==> src/rtl/imem_loader_if.sv <==
// imem_loader_if: groups the serial program-byte stream and the instruction-memory
// write port of imem_loader.
//   s_data/s_valid/s_ready  : byte stream from the program source into the loader
//   im_we/im_addr/im_wdata  : single-cycle word write into instruction memory
// Modports:
//   slave  : the loader (consumes the stream, drives the memory write port)
//   master : the environment (drives the stream, observes the memory write port)
interface imem_loader_if #(
  parameter int unsigned ADDR_W = 8
);
  logic [7:0]        s_data;
  logic              s_valid;
  logic              s_ready;
  logic              im_we;
  logic [ADDR_W-1:0] im_addr;
  logic [31:0]       im_wdata;

  modport slave (
    input  s_data, s_valid,
    output s_ready, im_we, im_addr, im_wdata
  );

  modport master (
    output s_data, s_valid,
    input  s_ready, im_we, im_addr, im_wdata
  );
endinterface

==> src/rtl/imem_loader.sv <==
// imem_loader: loads a program from a byte stream into instruction memory while
// holding the CPU in reset. Bytes are packed big-endian into 32-bit words, each word
// is written with a one-cycle im_we strobe, and done pulses when the load ends.
// Ports:
//   clk, rst_n  : clock, asynchronous active-low reset
//   start, len  : load request (IDLE only) and word count, captured on start
//   bus         : imem_loader_if.slave (byte stream in, memory write port out)
//   cpu_hold    : 1 until a load has completed, and again while loading
//   done        : one-cycle completion pulse
//   err         : sticky checksum mismatch flag
// Optional feature: define IMEM_LOADER_CHECKSUM_EN to expect a trailing XOR
// checksum byte after the program; without it err is tied to 0.
module imem_loader #(
  parameter int unsigned ADDR_W = 8
) (
  input  logic              clk,
  input  logic              rst_n,
  input  logic              start,
  input  logic [ADDR_W:0]   len,
  imem_loader_if.slave      bus,
  output logic              cpu_hold,
  output logic              done,
  output logic              err
);

  localparam int unsigned LEN_W = ADDR_W + 1;

  typedef enum logic [2:0] {
    IDLE  = 3'd0,
    LOAD  = 3'd1,
    WRITE = 3'd2,
    CHECK = 3'd3,
    DONE  = 3'd4
  } state_t;

  state_t            state_q, state_d;
  logic [LEN_W-1:0]  len_q, len_d;
  logic [1:0]        bcnt_q, bcnt_d;
  logic [ADDR_W-1:0] addr_q, addr_d;
  logic [31:0]       wdata_q, wdata_d;
  logic              s_ready_q, s_ready_d;
  logic              im_we_q, im_we_d;
  logic              done_q, done_d;
  logic              cpu_hold_q, cpu_hold_d;
`ifdef IMEM_LOADER_CHECKSUM_EN
  logic [7:0]        csum_q, csum_d;
  logic              err_q, err_d;
`endif

  logic accept;
  logic last_word;

  assign accept    = bus.s_valid & s_ready_q;
  // Compare in LEN_W bits so len = 2^ADDR_W ends at the all-ones address.
  assign last_word = ({1'b0, addr_q} == (len_q - LEN_W'(1)));

  // State and registered outputs
  always_ff @(posedge clk or negedge rst_n) begin
    if (!rst_n) begin
      state_q    <= IDLE;
      len_q      <= '0;
      bcnt_q     <= '0;
      addr_q     <= '0;
      wdata_q    <= '0;
      s_ready_q  <= 1'b0;
      im_we_q    <= 1'b0;
      done_q     <= 1'b0;
      cpu_hold_q <= 1'b1;
`ifdef IMEM_LOADER_CHECKSUM_EN
      csum_q     <= '0;
      err_q      <= 1'b0;
`endif
    end else begin
      state_q    <= state_d;
      len_q      <= len_d;
      bcnt_q     <= bcnt_d;
      addr_q     <= addr_d;
      wdata_q    <= wdata_d;
      s_ready_q  <= s_ready_d;
      im_we_q    <= im_we_d;
      done_q     <= done_d;
      cpu_hold_q <= cpu_hold_d;
`ifdef IMEM_LOADER_CHECKSUM_EN
      csum_q     <= csum_d;
      err_q      <= err_d;
`endif
    end
  end

  // Next state; output values are computed for the state being entered
  always_comb begin
    state_d    = state_q;
    len_d      = len_q;
    bcnt_d     = bcnt_q;
    addr_d     = addr_q;
    wdata_d    = wdata_q;
    s_ready_d  = s_ready_q;
    im_we_d    = 1'b0;
    done_d     = 1'b0;
    cpu_hold_d = cpu_hold_q;
`ifdef IMEM_LOADER_CHECKSUM_EN
    csum_d     = csum_q;
    err_d      = err_q;
`endif
    unique case (state_q)
      IDLE: begin
        if (start) begin
          len_d      = len;
          addr_d     = '0;
          bcnt_d     = '0;
          cpu_hold_d = 1'b1;
`ifdef IMEM_LOADER_CHECKSUM_EN
          csum_d     = '0;
          err_d      = 1'b0;
`endif
          if (len == '0) begin
            state_d   = DONE;
            done_d    = 1'b1;
            s_ready_d = 1'b0;
          end else begin
            state_d   = LOAD;
            s_ready_d = 1'b1;
          end
        end
      end
      LOAD: begin
        if (accept) begin
          wdata_d = {wdata_q[23:0], bus.s_data};
          bcnt_d  = bcnt_q + 2'd1;
`ifdef IMEM_LOADER_CHECKSUM_EN
          csum_d  = csum_q ^ bus.s_data;
`endif
          if (bcnt_q == 2'd3) begin
            state_d   = WRITE;
            s_ready_d = 1'b0;
            im_we_d   = 1'b1;
          end
        end
      end
      WRITE: begin
        if (last_word) begin
`ifdef IMEM_LOADER_CHECKSUM_EN
          state_d   = CHECK;
          s_ready_d = 1'b1;
`else
          state_d   = DONE;
          done_d    = 1'b1;
`endif
        end else begin
          addr_d    = addr_q + ADDR_W'(1);
          state_d   = LOAD;
          s_ready_d = 1'b1;
        end
      end
`ifdef IMEM_LOADER_CHECKSUM_EN
      CHECK: begin
        if (accept) begin
          if (bus.s_data != csum_q) begin
            err_d = 1'b1;
          end
          state_d   = DONE;
          done_d    = 1'b1;
          s_ready_d = 1'b0;
        end
      end
`endif
      DONE: begin
        state_d    = IDLE;
        cpu_hold_d = 1'b0;
      end
      default: begin
        state_d = IDLE;
      end
    endcase
  end

  assign bus.s_ready  = s_ready_q;
  assign bus.im_we    = im_we_q;
  assign bus.im_addr  = addr_q;
  assign bus.im_wdata = wdata_q;
  assign cpu_hold     = cpu_hold_q;
  assign done         = done_q;
`ifdef IMEM_LOADER_CHECKSUM_EN
  assign err          = err_q;
`else
  assign err          = 1'b0;
`endif

endmodule

==> src/flat_wrapper.sv <==
// flat-port wrapper written by rule: the top's interface ports become plain ports
module imem_loader_flat 
#(
  parameter int unsigned ADDR_W = 8
)
  (clk, rst_n, start, len, cpu_hold, done, err, bus_s_data, bus_s_valid, bus_s_ready, bus_im_we, bus_im_addr, bus_im_wdata);
  imem_loader_if #(.ADDR_W(ADDR_W)) bus_i ();
  input  logic clk;
  input  logic rst_n;
  input  logic start;
  input  logic [ADDR_W:0] len;
  output logic cpu_hold;
  output logic done;
  output logic err;
  input wire logic [$bits(bus_i.s_data)-1:0] bus_s_data;
  input wire logic [$bits(bus_i.s_valid)-1:0] bus_s_valid;
  output wire logic [$bits(bus_i.s_ready)-1:0] bus_s_ready;
  output wire logic [$bits(bus_i.im_we)-1:0] bus_im_we;
  output wire logic [$bits(bus_i.im_addr)-1:0] bus_im_addr;
  output wire logic [$bits(bus_i.im_wdata)-1:0] bus_im_wdata;
  assign bus_i.s_data = bus_s_data;
  assign bus_i.s_valid = bus_s_valid;
  assign bus_s_ready = bus_i.s_ready;
  assign bus_im_we = bus_i.im_we;
  assign bus_im_addr = bus_i.im_addr;
  assign bus_im_wdata = bus_i.im_wdata;
  imem_loader #(.ADDR_W(ADDR_W)) u_core (.clk(clk), .rst_n(rst_n), .start(start), .len(len), .bus(bus_i), .cpu_hold(cpu_hold), .done(done), .err(err));
endmodule
==> config.mk <==
export PLATFORM = sky130hd
export DESIGN_NAME = imem_loader_flat
export DESIGN_NICKNAME = d
export VERILOG_FILES = /design/src/rtl/imem_loader_if.sv /design/src/rtl/imem_loader.sv /design/src/flat_wrapper.sv
export SDC_FILE = /design/constraint.sdc
export NUM_CORES = 1
export LEC_CHECK = 0
export CAP_MARGIN = 20
export CORE_ASPECT_RATIO = 0.7
export CORE_MARGIN = 2
export CORE_UTILIZATION = 30
export DETAILED_ROUTE_END_ITERATION = 16
export PLACE_DENSITY = 0.55
export SLEW_MARGIN = 40
export SYNTH_ARGS = -nofsm -noshare
export SYNTH_HDL_FRONTEND = slang
export SYNTH_SLANG_ARGS = --single-unit
export TNS_END_PERCENT = 100
==> constraint.sdc <==
create_clock -name clk -period 3 [get_ports clk]
set_input_delay 0.45 -clock clk [delete_from_list [all_inputs] [get_ports clk]]
set_output_delay 0.45 -clock clk [all_outputs]
set_load 0.01 [all_outputs]
# Yosys cells after proc, flatten, opt, wreduce, memory -nomap -nowiden

Index checks and enable logic that the tools add are counted.

Register bits after elaboration: 58
Input port bits: 21
Output and inout port bits: 45

Add/subtract/negate cells: 3
Equal/unequal tests: 9
Muxes and demuxes: 27
Bitwise logic cells: 1
Reductions and logical operators: 13

Operators by type and width:

| operator              | count |
|---|---|
| $mux W8               | 2 |
| $pmux W8 S2           | 1 |
| $mux W3               | 5 |
| $mux W1               | 12 |
| $eq A8 B9 Y1          | 1 |
| $logic_not A9 Y1      | 1 |
| $pmux W3 S3           | 1 |
| $reduce_and A3 Y1     | 3 |
| $sub A9 B1 Y9 const B | 1 |
| $add A8 B1 Y8 const B | 1 |
| $reduce_and A2 Y1     | 3 |
| $reduce_bool A2 Y1    | 3 |
| $reduce_and A5 Y1     | 1 |
| $mux W2               | 2 |
| $ne A2 B1 Y1 const B  | 2 |
| $ne A2 B2 Y1 const B  | 2 |
| $pmux W1 S2           | 2 |
| $pmux W2 S2           | 1 |
| $eq A3 B1 Y1 const B  | 1 |
| $eq A3 B2 Y1 const B  | 1 |
| $eq A3 B3 Y1 const B  | 1 |
| $logic_not A3 Y1      | 1 |
| $pmux W1 S3           | 1 |
| $reduce_bool A3 Y1    | 1 |
| 3 further kinds       | 3 |

# Depth between registers and ports, before layout

Depth after elaboration: 4
Gate-level depth with buffers: 11

# Worst setup path before layout

No wires, ideal clock.

Path type: reg2reg
Start point: register u_core.len_q[0]
End point: register u_core.addr_q[2] (netlist: u_core.bus.im_addr[2])
Arrival time: 2.284 ns
Slack: 0.638 ns
Stages on the path, launching flop included: 12
Path buffers: 3
Cells stage by stage: dfrtp_1 clkbuf_1 inv_1 ha_1 clkbuf_1 xor2_1 o22ai_1 a221o_1 and4_4 buf_6 or3_1 a21oi_1

Cells in the longest elaborated chain, start to end: 4

RTL lines:

| what                        | line              | text |
|---|---|---|
| start, declared             | imem_loader.sv:37 | `logic [LEN_W-1:0] len_q, len_d;` |
| start signal, assigned      | imem_loader.sv:75 | `len_q <= len_d;` |
| $sub A9 B1 Y9               | imem_loader.sv:55 | `assign last_word = ({1'b0, addr_q} == (len_q - LEN_W'(1)));` |
| $eq A8 B9 Y1                | imem_loader.sv:55 |  |
| $ne A2 B2 Y1 (no line)      | n/a               |  |
| $reduce_and A3 Y1 (no line) | n/a               |  |
| end signal, assigned        | imem_loader.sv:77 | `addr_q <= addr_d;` |
| end, declared               | imem_loader.sv:39 | `logic [ADDR_W-1:0] addr_q, addr_d;` |

Every way passes these cells.
A chain may end at the register's enable or synchronous reset.

# Final worst setup path

Start point: register u_core.len_q[0]
End point: register u_core.s_ready_q (netlist: u_core.bus.s_ready)

Cells in the longest elaborated chain, start to end: 4

RTL lines:

| what                        | line              | text |
|---|---|---|
| $sub A9 B1 Y9               | imem_loader.sv:55 |  |
| $eq A8 B9 Y1                | imem_loader.sv:55 |  |
| $ne A2 B2 Y1 (no line)      | n/a               |  |
| $reduce_and A5 Y1 (no line) | n/a               |  |
| end signal, assigned        | imem_loader.sv:79 | `s_ready_q <= s_ready_d;` |
| end, declared               | imem_loader.sv:41 | `logic s_ready_q, s_ready_d;` |

Every way passes these cells.

==> run summary <==
R2R cell count - 8
Final Hold Fails - 0
slowest CP cell - dfrtp_1
die height - 83.4 um
Clock transition at path regs - 0.05 ns
pins over their slew limit - 0
clock skew - 0.00523 ns
antenna cells - 0
CTS tree - done
share of cells above drive strength 1 - 0.190
VDD IR max - 0.385 mV
Worst setup SP type - flop
fin area - 3740 sq um
initial antenna violation count - 0
Arr. time, crit path - 2.62 ns
die area - 9780 sq um
Top Ports - 66
final wirelength - 6250 um
setup repair bufs after CTS - 0
Slew @ Worst Pin - 0.715 ns
FF-to-FF Start - u_core.len_q[0]
Initial DRT Pass Iterations - 5
vias in the first global route - 1924
max-cap violations - 0
largest net degree at the start of global routing - 39
Post-CTS Resized - 0
HP Class - input port to asynchronous set/reset pin
Hold WS - 0.183 ns
achievable frequency - 0.414 GHz
Final Util - 0.435
Sink Count - 58
initial core utilization - 0.314
Leak Pwr - 1.57 nW
RSZ-0062 raised after global routing - no
post-DR wirelength/cell - 14.7 um
placed inst area - 3440 sq um
CP Capture Type - flop
Syn Area/Cell - 11.4 sq um
CP cell instances - inv_1, ha_1, nor4b_1, o211ai_1, a221oi_1, and4_4, nor3_2, a221o_1
DR DRC count - 0
Mapped Cells - 236
endpoints failing setup - 0
clock latency on the worst-skew pair - 0.32 ns
crit-path max cell delay - 0.46 ns
Die Wd - 117 um
CTS Buf Count - 9
Warnings, synthesis - 0
GRT Overall Usage - 0.135
Reg2Reg Setup Slack - 0.59 ns
row cnt - 28
library cells used by synthesis - 47
CP max FO - 11
end of the critical path - u_core.bus.s_ready
vias post-DR - 1994
PwrDens - 1040 nW/um^2
grt total ovfl - 0
Nets - 326
Final HPWL DP - 4470 um
core region area - 8580 sq um
vias per inst - 4.69
first-pass GRT wire length - 10200 um
Routed Antenna Nets - 0
synth-to-layout area growth - 38.4%
Slew HR - 0.523
Tmin final - 2.41 ns
CTS Root Cell - clkbuf_16
DRT iter0 DRCs - 104
CTS Buffer Depth - 2
cts hold-fix bufs - 0
beginning of the critical path - u_core.len_q[0]
mapped cell area - 2700 sq um
setup tns final - 0 ns
critical path type - flop to flop
placer congestion estimate - 0.898
H-tree depth - 3
Worst EP required - 3.20 ns
r2r endpoint - u_core.bus.s_ready
#FFs+latches synth - 58
# port buffers - 64
outcome - finished, final reports clean
syn nets - 260
sequential area share after synthesis - 0.538
Tcrit/Tclk final - 0.805
## per-stage QoR
step / total power, mW / setup slack [ns] / std cells
6_report: 3.88 / 0.585 / 425
2_1_floorplan: 2.21 / 0.638 / 236
3_5_place_dp: 2.90 / 0.615 / 411
3_3_place_gp: 2.88 / 0.711 / 411
4_1_cts: 3.94 / 0.604 / 425
5_1_grt: 4.14 / 0.430 / 425
## flip-flops by register name (all words and copies together) (netlist names)
name	flops
u_core.bus.s_ready	1
u_core.done	1
u_core.bus.im_wdata	32
u_core.bus.im_we	1
u_core.bcnt_q	2
u_core.cpu_hold	1
u_core.len_q	9
u_core.bus.im_addr	8
u_core.state_q	3
## worst max-delay path, delay by kind of cell, from the launching register on
family,cells,cell delay [ns]
fa+ha+maj,1,0.32
buf+inv,1,0.10
compound gates,3,0.70
flops,1,0.46
simple gates,3,0.71
## cells in the mapped netlist (all sizes together)
master  count  area share
a21oi       7       0.013
clkbuf      9       0.013
nand3       5      0.0093
a221oi      1      0.0032
inv         9       0.013
o31a        1      0.0032
and4        2      0.0074
or3b        1      0.0032
and2        3      0.0070
a311o       1      0.0037
nand3b      1      0.0028
nand2      30       0.042
and3        1      0.0023
o22ai       1      0.0023
a22oi       1      0.0028
nand2b      1      0.0023
dfstp       1      0.0097
a31o        1      0.0032
nor3b       1      0.0028
o41ai       1      0.0060
xor2        4       0.013
mux2i       3       0.011
a221o       2      0.0074
a22o        1      0.0032
nor2       10       0.014
buf         3       0.011
o21ai      12       0.022
conb        1      0.0014
nor2b       1      0.0023
dfrtp      57        0.53
mux2       32        0.13
nand4       5       0.012
o211ai      2      0.0056
nor4b       1      0.0032
nor4        3       0.015
ha          3       0.014
a41oi       1      0.0032
or3         5       0.013
xnor2       7       0.023
nor3        4      0.0093
o22a        1      0.0032
## metal layers
metal  vias up  routed length (um)  GRT usage
met5         -                   0          0
met4         0                  40     0.0427
met3         2                 351     0.0570
met2        50                2670      0.184
met1       978                3180      0.192
li1        964                   -          -
## report_power, final
group / internal (mW) / leakage, nW / switching (mW)
logic: 0.874 / 0.703 / 0.610
registers: 1.10 / 0.717 / 0.295
clock network: 0.673 / 0.147 / 0.326
## worst min path at each step
stage,end,slack (ns),cells past startpoint
2_1_floorplan,u_core.bcnt_q[0],0.15,0
3_3_place_gp,u_core.bcnt_q[0],0.49,1
3_5_place_dp,u_core.bus.im_wdata[24],0.50,1
4_1_cts,u_core.bus.im_we,0.21,1
5_1_grt,u_core.state_q[2],0.23,1
6_report,u_core.bus.im_addr[3],0.18,1
## layout make-up
cell class	count	area, sq um
Timing Repair Buffer	67	658
Fill cell	832	4850
Inverter	9	33.8
Sequential cell	58	1450
Clock inverter	3	40.0
Tap cell	120	150
Multi-Input combinational cell	157	1150
Clock buffer	11	253
## cell usage in the layout (no fill, tap or decap), drive strengths merged, types with 4 or more instances in the layout
| cell | instances |
|---|---|
| nor3 | 4 |
| buf | 4 |
| nand4 | 5 |
| nand2 | 30 |
| inv | 9 |
| o21ai | 12 |
| a21oi | 7 |
| nor2 | 10 |
| dfrtp | 57 |
| nand3 | 5 |
| xnor2 | 7 |
| clkdlybuf4s50 | 63 |
| clkbuf | 11 |
| or3 | 5 |
| mux2 | 32 |
| xor2 | 4 |
## cell families after synthesis
| family | Yosys count | synth area share |
|---|---|---|
| compound gates | 33 | 0.0825 |
| xor+xnor | 11 | 0.0357 |
| fa+ha+maj | 3 | 0.0139 |
| buf+inv | 21 | 0.0362 |
| flops | 58 | 0.538 |
| mux | 35 | 0.145 |
| other cells | 1 | 0.00139 |
| simple gates | 74 | 0.147 |
Power figures use the tool's default switching activity.
